## src/rtl/sprite_palette_pkg.sv

```systemverilog
// Shared types, default palette colours and colour-scaling helpers.
// Latency: n/a (package only).
// Backpressure: n/a (package only).
//
// Contents:
//   fade_state_t            fade FSM state encoding
//   KEY_RGB / BLACK / WHITE 12-bit {R,G,B} reference colours, 4 bits per channel
//   nibble_to_chan          rescale a 4-bit reference channel to ch_w bits (top-aligned)
//   default_rgb             pack a 12-bit reference colour into a 3*ch_w word
//   scale_channel           (c * level) >> ch_w with a full-width product
package sprite_palette_pkg;

    typedef enum logic [1:0] {
        IDLE     = 2'd0,
        FADE_OUT = 2'd1,
        FADE_IN  = 2'd2
    } fade_state_t;

    localparam logic [11:0] KEY_RGB = 12'h6DF;
    localparam logic [11:0] BLACK   = 12'h000;
    localparam logic [11:0] WHITE   = 12'hFFF;

    // Reference colours are 4 bits per channel; wider channels keep the
    // nibble in their top bits, narrower channels keep the nibble's top bits.
    function automatic logic [31:0] nibble_to_chan(input logic [3:0] n, input int ch_w);
        logic [31:0] wide;
        wide = {28'd0, n};
        if (ch_w >= 4)
            return wide << (ch_w - 4);
        else
            return wide >> (4 - ch_w);
    endfunction

    function automatic logic [31:0] default_rgb(input logic [11:0] rgb12, input int ch_w);
        logic [31:0] r;
        logic [31:0] g;
        logic [31:0] b;
        r = nibble_to_chan(rgb12[11:8], ch_w);
        g = nibble_to_chan(rgb12[7:4], ch_w);
        b = nibble_to_chan(rgb12[3:0], ch_w);
        return (r << (2 * ch_w)) | (g << ch_w) | b;
    endfunction

    // Level 2^ch_w is unity gain, so the product needs 2*ch_w+1 bits before
    // the shift; a 64-bit product covers every legal channel width.
    function automatic logic [31:0] scale_channel(input logic [31:0] c,
                                                  input logic [31:0] level,
                                                  input int          ch_w);
        logic [63:0] prod;
        logic [63:0] shifted;
        prod    = 64'(c) * 64'(level);
        shifted = prod >> ch_w;
        return shifted[31:0];
    endfunction

endpackage

```

## src/rtl/palette_ram.sv

```systemverilog
// Banked palette storage: BANKS x 2^IDX_W entries of {R,G,B}, reset to the standard sprite palette.
// Latency: 1 cycle read (registered read port); writes land at the next edge, reads see the old value.
// Backpressure: none; one read and one write may be accepted every cycle.
//
// Ports:
//   clk, reset                       clock, synchronous active-high reset (reloads defaults)
//   wr_en, wr_bank, wr_index, wr_data write port, {R,G,B}
//   rd_en, rd_bank, rd_index         read request; rd_data holds while rd_en is low
//   rd_data                          registered read result
module palette_ram
    import sprite_palette_pkg::*;
#(
    parameter int IDX_W = 4,
    parameter int BANKS = 4,
    parameter int CH_W  = 4
) (
    input  logic                     clk,
    input  logic                     reset,
    input  logic                     wr_en,
    input  logic [$clog2(BANKS)-1:0] wr_bank,
    input  logic [IDX_W-1:0]         wr_index,
    input  logic [3*CH_W-1:0]        wr_data,
    input  logic                     rd_en,
    input  logic [$clog2(BANKS)-1:0] rd_bank,
    input  logic [IDX_W-1:0]         rd_index,
    output logic [3*CH_W-1:0]        rd_data
);

    localparam int DW    = 3 * CH_W;
    localparam int AW    = $clog2(BANKS) + IDX_W;
    localparam int DEPTH = BANKS * (2 ** IDX_W);

    localparam logic [DW-1:0] KEY_DEF   = DW'(default_rgb(KEY_RGB, CH_W));
    localparam logic [DW-1:0] BLACK_DEF = DW'(default_rgb(BLACK, CH_W));
    localparam logic [DW-1:0] WHITE_DEF = DW'(default_rgb(WHITE, CH_W));

    logic [DW-1:0] mem [DEPTH];

    // Flat address is {bank, index}, so the low IDX_W bits of a flat
    // position are its index within the bank.
    function automatic logic [DW-1:0] entry_default(input int pos);
        logic [IDX_W-1:0] ent;
        ent = IDX_W'(pos);
        if (ent == '0)
            return KEY_DEF;
        else if (ent == IDX_W'(1))
            return BLACK_DEF;
        else
            return WHITE_DEF;
    endfunction

    always_ff @(posedge clk) begin
        if (reset) begin
            for (int i = 0; i < DEPTH; i++) begin
                mem[i] <= entry_default(i);
            end
            rd_data <= '0;
        end else begin
            if (wr_en) begin
                mem[AW'({wr_bank, wr_index})] <= wr_data;
            end
            // Non-blocking update of mem means a same-address read this
            // cycle returns the pre-write contents.
            if (rd_en) begin
                rd_data <= mem[AW'({rd_bank, rd_index})];
            end
        end
    end

endmodule

```

## src/rtl/sprite_palette_engine.sv

```systemverilog
// Sprite palette lookup with per-frame fade: index+bank in, faded RGB + colour-key flag out.
// Latency: 2 cycles request-to-output (palette read, then fade scaling); one lookup per cycle.
// Backpressure: none; outputs hold their last value while no lookup is in flight.
//
// Ports:
//   clk, reset                               clock, synchronous active-high reset
//   pix_valid_in, pix_bank, pix_index        lookup request
//   pix_valid_out, red, green, blue          faded colour, registered
//   transparent                              looked-up index was 0
//   wr_en, wr_bank, wr_index, wr_data        palette write, {R,G,B}
//   frame_tick                               one pulse per video frame
//   fade_start, fade_dir, fade_step_frames   fade control (start honoured only when idle)
//   fade_busy, fade_level                    fade status, level 0..2^CH_W
module sprite_palette_engine
    import sprite_palette_pkg::*;
#(
    parameter int IDX_W = 4,
    parameter int BANKS = 4,
    parameter int CH_W  = 4
) (
    input  logic                     clk,
    input  logic                     reset,
    input  logic                     pix_valid_in,
    input  logic [$clog2(BANKS)-1:0] pix_bank,
    input  logic [IDX_W-1:0]         pix_index,
    output logic                     pix_valid_out,
    output logic [CH_W-1:0]          red,
    output logic [CH_W-1:0]          green,
    output logic [CH_W-1:0]          blue,
    output logic                     transparent,
    input  logic                     wr_en,
    input  logic [$clog2(BANKS)-1:0] wr_bank,
    input  logic [IDX_W-1:0]         wr_index,
    input  logic [3*CH_W-1:0]        wr_data,
    input  logic                     frame_tick,
    input  logic                     fade_start,
    input  logic                     fade_dir,
    input  logic [7:0]               fade_step_frames,
    output logic                     fade_busy,
    output logic [CH_W:0]            fade_level
);

    localparam logic [CH_W:0] LEVEL_FULL = {1'b1, {CH_W{1'b0}}};
    localparam logic [CH_W:0] LEVEL_ZERO = '0;
    localparam logic [CH_W:0] LEVEL_ONE  = {{CH_W{1'b0}}, 1'b1};

    // ---------------------------------------------------------------
    // Stage 1: palette read plus the request's valid and colour-key flag
    // ---------------------------------------------------------------
    logic [3*CH_W-1:0] s1_rgb;
    logic              s1_vld;
    logic              s1_key;

    palette_ram #(
        .IDX_W (IDX_W),
        .BANKS (BANKS),
        .CH_W  (CH_W)
    ) u_ram (
        .clk      (clk),
        .reset    (reset),
        .wr_en    (wr_en),
        .wr_bank  (wr_bank),
        .wr_index (wr_index),
        .wr_data  (wr_data),
        .rd_en    (pix_valid_in),
        .rd_bank  (pix_bank),
        .rd_index (pix_index),
        .rd_data  (s1_rgb)
    );

    always_ff @(posedge clk) begin
        if (reset) begin
            s1_vld <= 1'b0;
            s1_key <= 1'b0;
        end else begin
            s1_vld <= pix_valid_in;
            // Colour key comes from the index alone, never from entry contents.
            if (pix_valid_in) begin
                s1_key <= (pix_index == '0);
            end
        end
    end

    // ---------------------------------------------------------------
    // Stage 2: scale by the level current at this edge
    // ---------------------------------------------------------------
    always_ff @(posedge clk) begin
        if (reset) begin
            pix_valid_out <= 1'b0;
            red           <= '0;
            green         <= '0;
            blue          <= '0;
            transparent   <= 1'b0;
        end else begin
            pix_valid_out <= s1_vld;
            if (s1_vld) begin
                red   <= CH_W'(scale_channel(32'(s1_rgb[2*CH_W +: CH_W]), 32'(fade_level), CH_W));
                green <= CH_W'(scale_channel(32'(s1_rgb[CH_W +: CH_W]), 32'(fade_level), CH_W));
                blue  <= CH_W'(scale_channel(32'(s1_rgb[0 +: CH_W]), 32'(fade_level), CH_W));
                transparent <= s1_key;
            end
        end
    end

    // ---------------------------------------------------------------
    // Fade FSM: one level step every step_q frame ticks
    // ---------------------------------------------------------------
    fade_state_t state;
    logic [7:0]  frame_cnt;
    logic [7:0]  step_q;
    logic        step_due;

    // A step event is the tick that completes step_q frames.
    assign step_due  = frame_tick && (frame_cnt == step_q - 8'd1);
    assign fade_busy = (state != IDLE);

    always_ff @(posedge clk) begin
        if (reset) begin
            state      <= IDLE;
            fade_level <= LEVEL_FULL;
            frame_cnt  <= 8'd0;
            step_q     <= 8'd1;
        end else begin
            case (state)
                IDLE: begin
                    if (fade_start) begin
                        state     <= fade_dir ? FADE_IN : FADE_OUT;
                        frame_cnt <= 8'd0;
                        step_q    <= (fade_step_frames == 8'd0) ? 8'd1 : fade_step_frames;
                    end
                end
                FADE_OUT: begin
                    if (step_due) begin
                        frame_cnt <= 8'd0;
                        // Already black: leave on this step without moving the level.
                        if (fade_level == LEVEL_ZERO) begin
                            state <= IDLE;
                        end else begin
                            fade_level <= fade_level - LEVEL_ONE;
                            if (fade_level == LEVEL_ONE) begin
                                state <= IDLE;
                            end
                        end
                    end else if (frame_tick) begin
                        frame_cnt <= frame_cnt + 8'd1;
                    end
                end
                FADE_IN: begin
                    if (step_due) begin
                        frame_cnt <= 8'd0;
                        if (fade_level == LEVEL_FULL) begin
                            state <= IDLE;
                        end else begin
                            fade_level <= fade_level + LEVEL_ONE;
                            if (fade_level == LEVEL_FULL - LEVEL_ONE) begin
                                state <= IDLE;
                            end
                        end
                    end else if (frame_tick) begin
                        frame_cnt <= frame_cnt + 8'd1;
                    end
                end
                default: begin
                    state <= IDLE;
                end
            endcase
        end
    end

endmodule

```

## config.mk

```make
export PLATFORM = sky130hd
export DESIGN_NAME = sprite_palette_engine
export DESIGN_NICKNAME = d
export VERILOG_FILES = /design/src/rtl/sprite_palette_pkg.sv /design/src/rtl/palette_ram.sv /design/src/rtl/sprite_palette_engine.sv
export SDC_FILE = /design/constraint.sdc
export NUM_CORES = 1
export LEC_CHECK = 0
export BUFFER_PORTS_ARGS = -buffer_cell sky130_fd_sc_hd__clkbuf_2
export CORE_MARGIN = 1.5
export CORE_UTILIZATION = 50
export CTS_BUF_LIST = sky130_fd_sc_hd__clkbuf_2 sky130_fd_sc_hd__clkbuf_4 sky130_fd_sc_hd__clkbuf_8
export DETAILED_ROUTE_END_ITERATION = 16
export GPL_TIMING_DRIVEN = 0
export PLACE_DENSITY_LB_ADDON = 0.15
export RECOVER_POWER = 50
export SLEW_MARGIN = 20
export SYNTH_ARGS = -nofsm -noshare
export SYNTH_HDL_FRONTEND = slang
export SYNTH_SLANG_ARGS = --single-unit
export TNS_END_PERCENT = 30
```

## constraint.sdc

```tcl
create_clock -name clk -period 4.2 [get_ports clk]
set_input_delay 0.84 -clock clk [delete_from_list [all_inputs] [get_ports clk]]
set_output_delay 0.84 -clock clk [all_outputs]
set_load 0.03 [all_outputs]
```

==> results.txt <==
- Status: finished, violations left
- The checks that failed: capacitance limit, slew limit.
- After global routing the overflow that remains totals 0.
* Number of levels in the clock H-tree: 4
* Post-CTS clock slew at the launch and capture registers of the worst setup and hold paths: 60 ps
- Placed wire-length estimate after detailed placement: 103000 microns
- Of the total synthesized cell area, the portion taken by AND, OR, NAND and NOR gates is 0.167.
* Die Footprint: 79400 sq um
* Number of endpoints failing setup at the final stage: 0
* Maximum buffer depth of the clock tree: 3
* Total via count in the routed design: 28.1k
- Aggregate routed wire length: 144000 microns
- Endpoints failing hold: 0
- Post-layout min period: 4180 ps
* Buffers on Ports: 44
* RSZ-0062 raised after global routing: no
- Via-to-Cell Ratio: 6.52
- Yosys mapped a number of flops with a built-in enable equal to 768.
- A synthesized cell averages 13.2 sq um.
* TritonCTS clock tree: done
* Synth unique cells: 59
- Post-route non-filler standard cell count: 4307
- After synthesis, the largest family of logic cells by area is simple AND/OR/NAND/NOR gates.
- Detailed routing placed a total of 63500 microns of wire on met2.
- Slowest library cell on the worst path: clkbuf_1
* Achievable Freq: 239 MHz
- Critical Path Source Type: primary input
- Summing internal, switching and leakage power gives 18900 uW.
- The clock drives 819 sinks.
- Overall routing resource usage: 0.366
- In this run the horizontal extent of the chip is 282 microns.
- VDD sags by at most 0.251 mV.
* Post-synth net total: 3043
* Met3 wire length: 19700 microns
- Seq cells post-synth: 819
* Instance count of the mapped netlist: 2953
- Cts hold-fix bufs: 0
- Fin Clk Skew: 35.5 ps
* Leak Pwr: 0.0144 uW
* Maximum number of pins on one net before global-route repair: 17
* Residual DRC count: 0
- The detail route stage leaves a number of antenna-violating nets equal to 0.
* Initial antenna violation count: 23
* Number of nets in the layout: 3232
- Critical Setup Path Class: in2reg
- Along the worst path, the maximum fanout reaches 12.
- The via count of the first global-routing pass came to 27.0k.
- Summed over all failing endpoints, the final setup total negative slack is 0 ps.
* PwrDens: 438 nW/um^2
- Area of all placed cells without fillers: 43200 sq um
* Die boundary height: 282 microns
- After floorplanning, the core was sized to cover 77200 sq um.
- For this run, the number of Yosys warnings is 0.
- The multi-input combinational cells in the finished layout cover a total of 13500 sq um.
- Effective utilization at floorplan: 0.504
* Worst-skew pair later-pin latency: 810 ps
* Reported max-cap violation count: 1
- Post-Synth XOR/XNOR Area: 0.00541
- Cell count after placement: 4039
* Number of buffers inserted during clock tree synthesis: 141
* Count of fill cells added during filler insertion: 6415
- The first routing iteration left 4176 violations.
* Routability cong.: 1.06
- The detailed router put a total of 53200 microns of wire on met1.
- Before antenna repair, the detailed router went through 12 iterations.
- Data required, critical path: 4630 ps
- Uppermost routed layer: met5
- Crit path DAT: 4610 ps
- After synthesis the cells add up to 38900 sq um.
- The count of pins over their slew limit is 11.
- Worst slew margin relative to its limit: -0.0617
- Counting flops with an async set or reset pin after synthesis yields a share of 0.
- # Post-CTS Setup Buffers: 0
* Area post-placement: 40500 sq um
- The floorplan has 102 rows.
- Final hold slack: 304 ps
- Share of cell area taken by muxes after synthesis: 0.108
- At the pin with the least slew margin, the transition time is 1580 ps.
* Cell at the root of the clock tree: clkbuf_8
- Register Area: 24100 sq um
- In the final layout, the share of cells above drive strength 1 is 0.197.
* Syn-to-layout area delta: 11.1%
- First-pass GRT wire length: 199000 microns
- Adder-cell share of the synthesized area: 0.0193
- In the final routed layout, each cell accounts on average for 33.5 microns.
- On the worst path, the slowest cell contributes a delay of 1030 ps.
- Category of the worst setup path capture point: register
- The min-delay analysis places its worst path in the category in2reg.
- In the synthesized netlist the dominant register cell turns out to be edfxtp_1.
- Quantity of gates resized following cts: 0
* Total I/O pin count: 59
* Seq/Total Area, Yosys: 0.619
- By instance count, the cell type seen most on the critical path is clkbuf_1.
- The fraction of the mapped netlist area in compound gates came to 0.0469.
* Critical path cell sequence: clkbuf_1, or3b_2, nor3b_2, clkbuf_1, nand2_1, nand2b_1
* Ratio of final minimum period to clock period: 0.995
-- power breakdown --
part	switching [uW]	total (uW)	internal, uW
Sequential	177	9530	9350
Clock	3450	7260	3810
Combinational	1540	2150	610
Total	5160	18900	13800
-- final cells by class --
class                   count  area share
well taps                1040      0.0301
multi-input cells        1787       0.312
inverters                  43     0.00374
flip-flops and latches    819       0.558
clock inverters            60     0.00858
clock buffers             192      0.0550
diodes                     16    0.000927
plain buffers             304      0.0274
repair buffers             46     0.00461
-- metrics by stage --
step	setup slack (ps)	utilization
2_1_floorplan	697	-
3_3_place_gp	-1510	0.523
3_5_place_dp	-305	0.524
4_1_cts	296	0.559
5_1_grt	11.9	0.559
6_report	19.6	0.559
-- per-layer routing --
metal,vias to the layer above,track usage
met5,-,0
met4,10,0.198
met3,426,0.128
met2,2121,0.540
met1,14066,0.473
li1,11479,-
-- path summary, 6_finish.rpt --
check | startpoint | end | slack, ps | cells after the start
worst max-delay path | reset | u_ram.mem[36][8] | 20 | 6
worst min-delay path | fade_step_frames[1] | step_q[1] | 300 | 3
worst max register to register | fade_level[2] | red[2] | 290 | 13
worst min register to register | step_q[7] | step_q[7] | 480 | 2
-- cell usage in the layout, fill, tap and decap left out, types with 9 or more instances in the layout --
cell / netlist / final
edfxtp_1: 768 / 768
or3_1: 330 / 330
clkbuf_1: 261 / 275
or2_2: 254 / 253
mux2i_1: 201 / 201
nand2_1: 174 / 175
clkbuf_8: 0 / 149
a22oi_1: 147 / 147
nand3_1: 137 / 137
mux4_2: 96 / 96
nor2_1: 77 / 77
dfxtp_1: 51 / 51
nand2b_1: 45 / 45
clkbuf_4: 0 / 43
and3_1: 42 / 42
inv_1: 40 / 40
clkbuf_2: 0 / 36
ha_1: 36 / 36
a21oi_1: 34 / 34
clkinv_1: 0 / 25
and2_1: 24 / 22
buf_1: 27 / 22
clkinv_2: 0 / 19
nor3_1: 18 / 18
nand4_1: 18 / 18
buf_2: 16 / 17
o22ai_1: 17 / 17
diode_2: 0 / 16
xnor2_1: 16 / 16
fa_1: 15 / 15
a41oi_1: 12 / 12
a31oi_1: 8 / 9
-- cells in the mapped netlist (5+ instances only) --
cell,n,area share
o22ai_1,17,0.0027
or3_1,330,0.053
fa_1,15,0.0077
xor2_1,8,0.0018
nand3_1,137,0.018
ha_1,36,0.012
nor3b_1,10,0.0019
nor3_1,18,0.0023
nand2b_1,45,0.0072
a31oi_1,8,0.0013
nand2_1,174,0.017
nor2b_1,8,0.0013
a41oi_1,12,0.0027
or2_2,254,0.041
a22oi_1,147,0.028
nand3b_1,5,0.00097
xnor2_1,16,0.0036
inv_1,40,0.0039
buf_2,16,0.0021
dfxtp_1,51,0.026
o21ai_0,7,0.00090
and3_1,42,0.0068
buf_1,27,0.0026
edfxtp_1,768,0.59
a21o_1,8,0.0015
a21oi_1,34,0.0044
mux4_2,96,0.056
nor2_1,77,0.0074
clkbuf_1,261,0.025
mux2i_1,201,0.052
nand4_1,18,0.0029
and2_1,24,0.0039
-- critical path, delay by kind of cell --
family                 cells  cell delay, ps
buffers and inverters      2            1370
AND/OR/NAND/NOR            4            2370
-- kinds of logic after synthesis --
group / Yosys count
adder cells (fa/ha/maj): 51
XOR/XNOR: 24
AND/OR/NAND/NOR: 1160
flip-flops: 819
multiplexers: 298
AO/OA/AOI/OAI: 254
buffers and inverters: 347
-- registers in the layout (all words and copies together), names as in the netlist --
register	cells
transparent	1
pix_valid_out	1
u_ram.rd_data	12
fade_level	5
green	4
step_q	8
s1_key	1
red	4
frame_cnt	8
s1_vld	1
u_ram.mem	768
state	2
blue	4
Note: power is estimated with default switching activity, not from simulation.
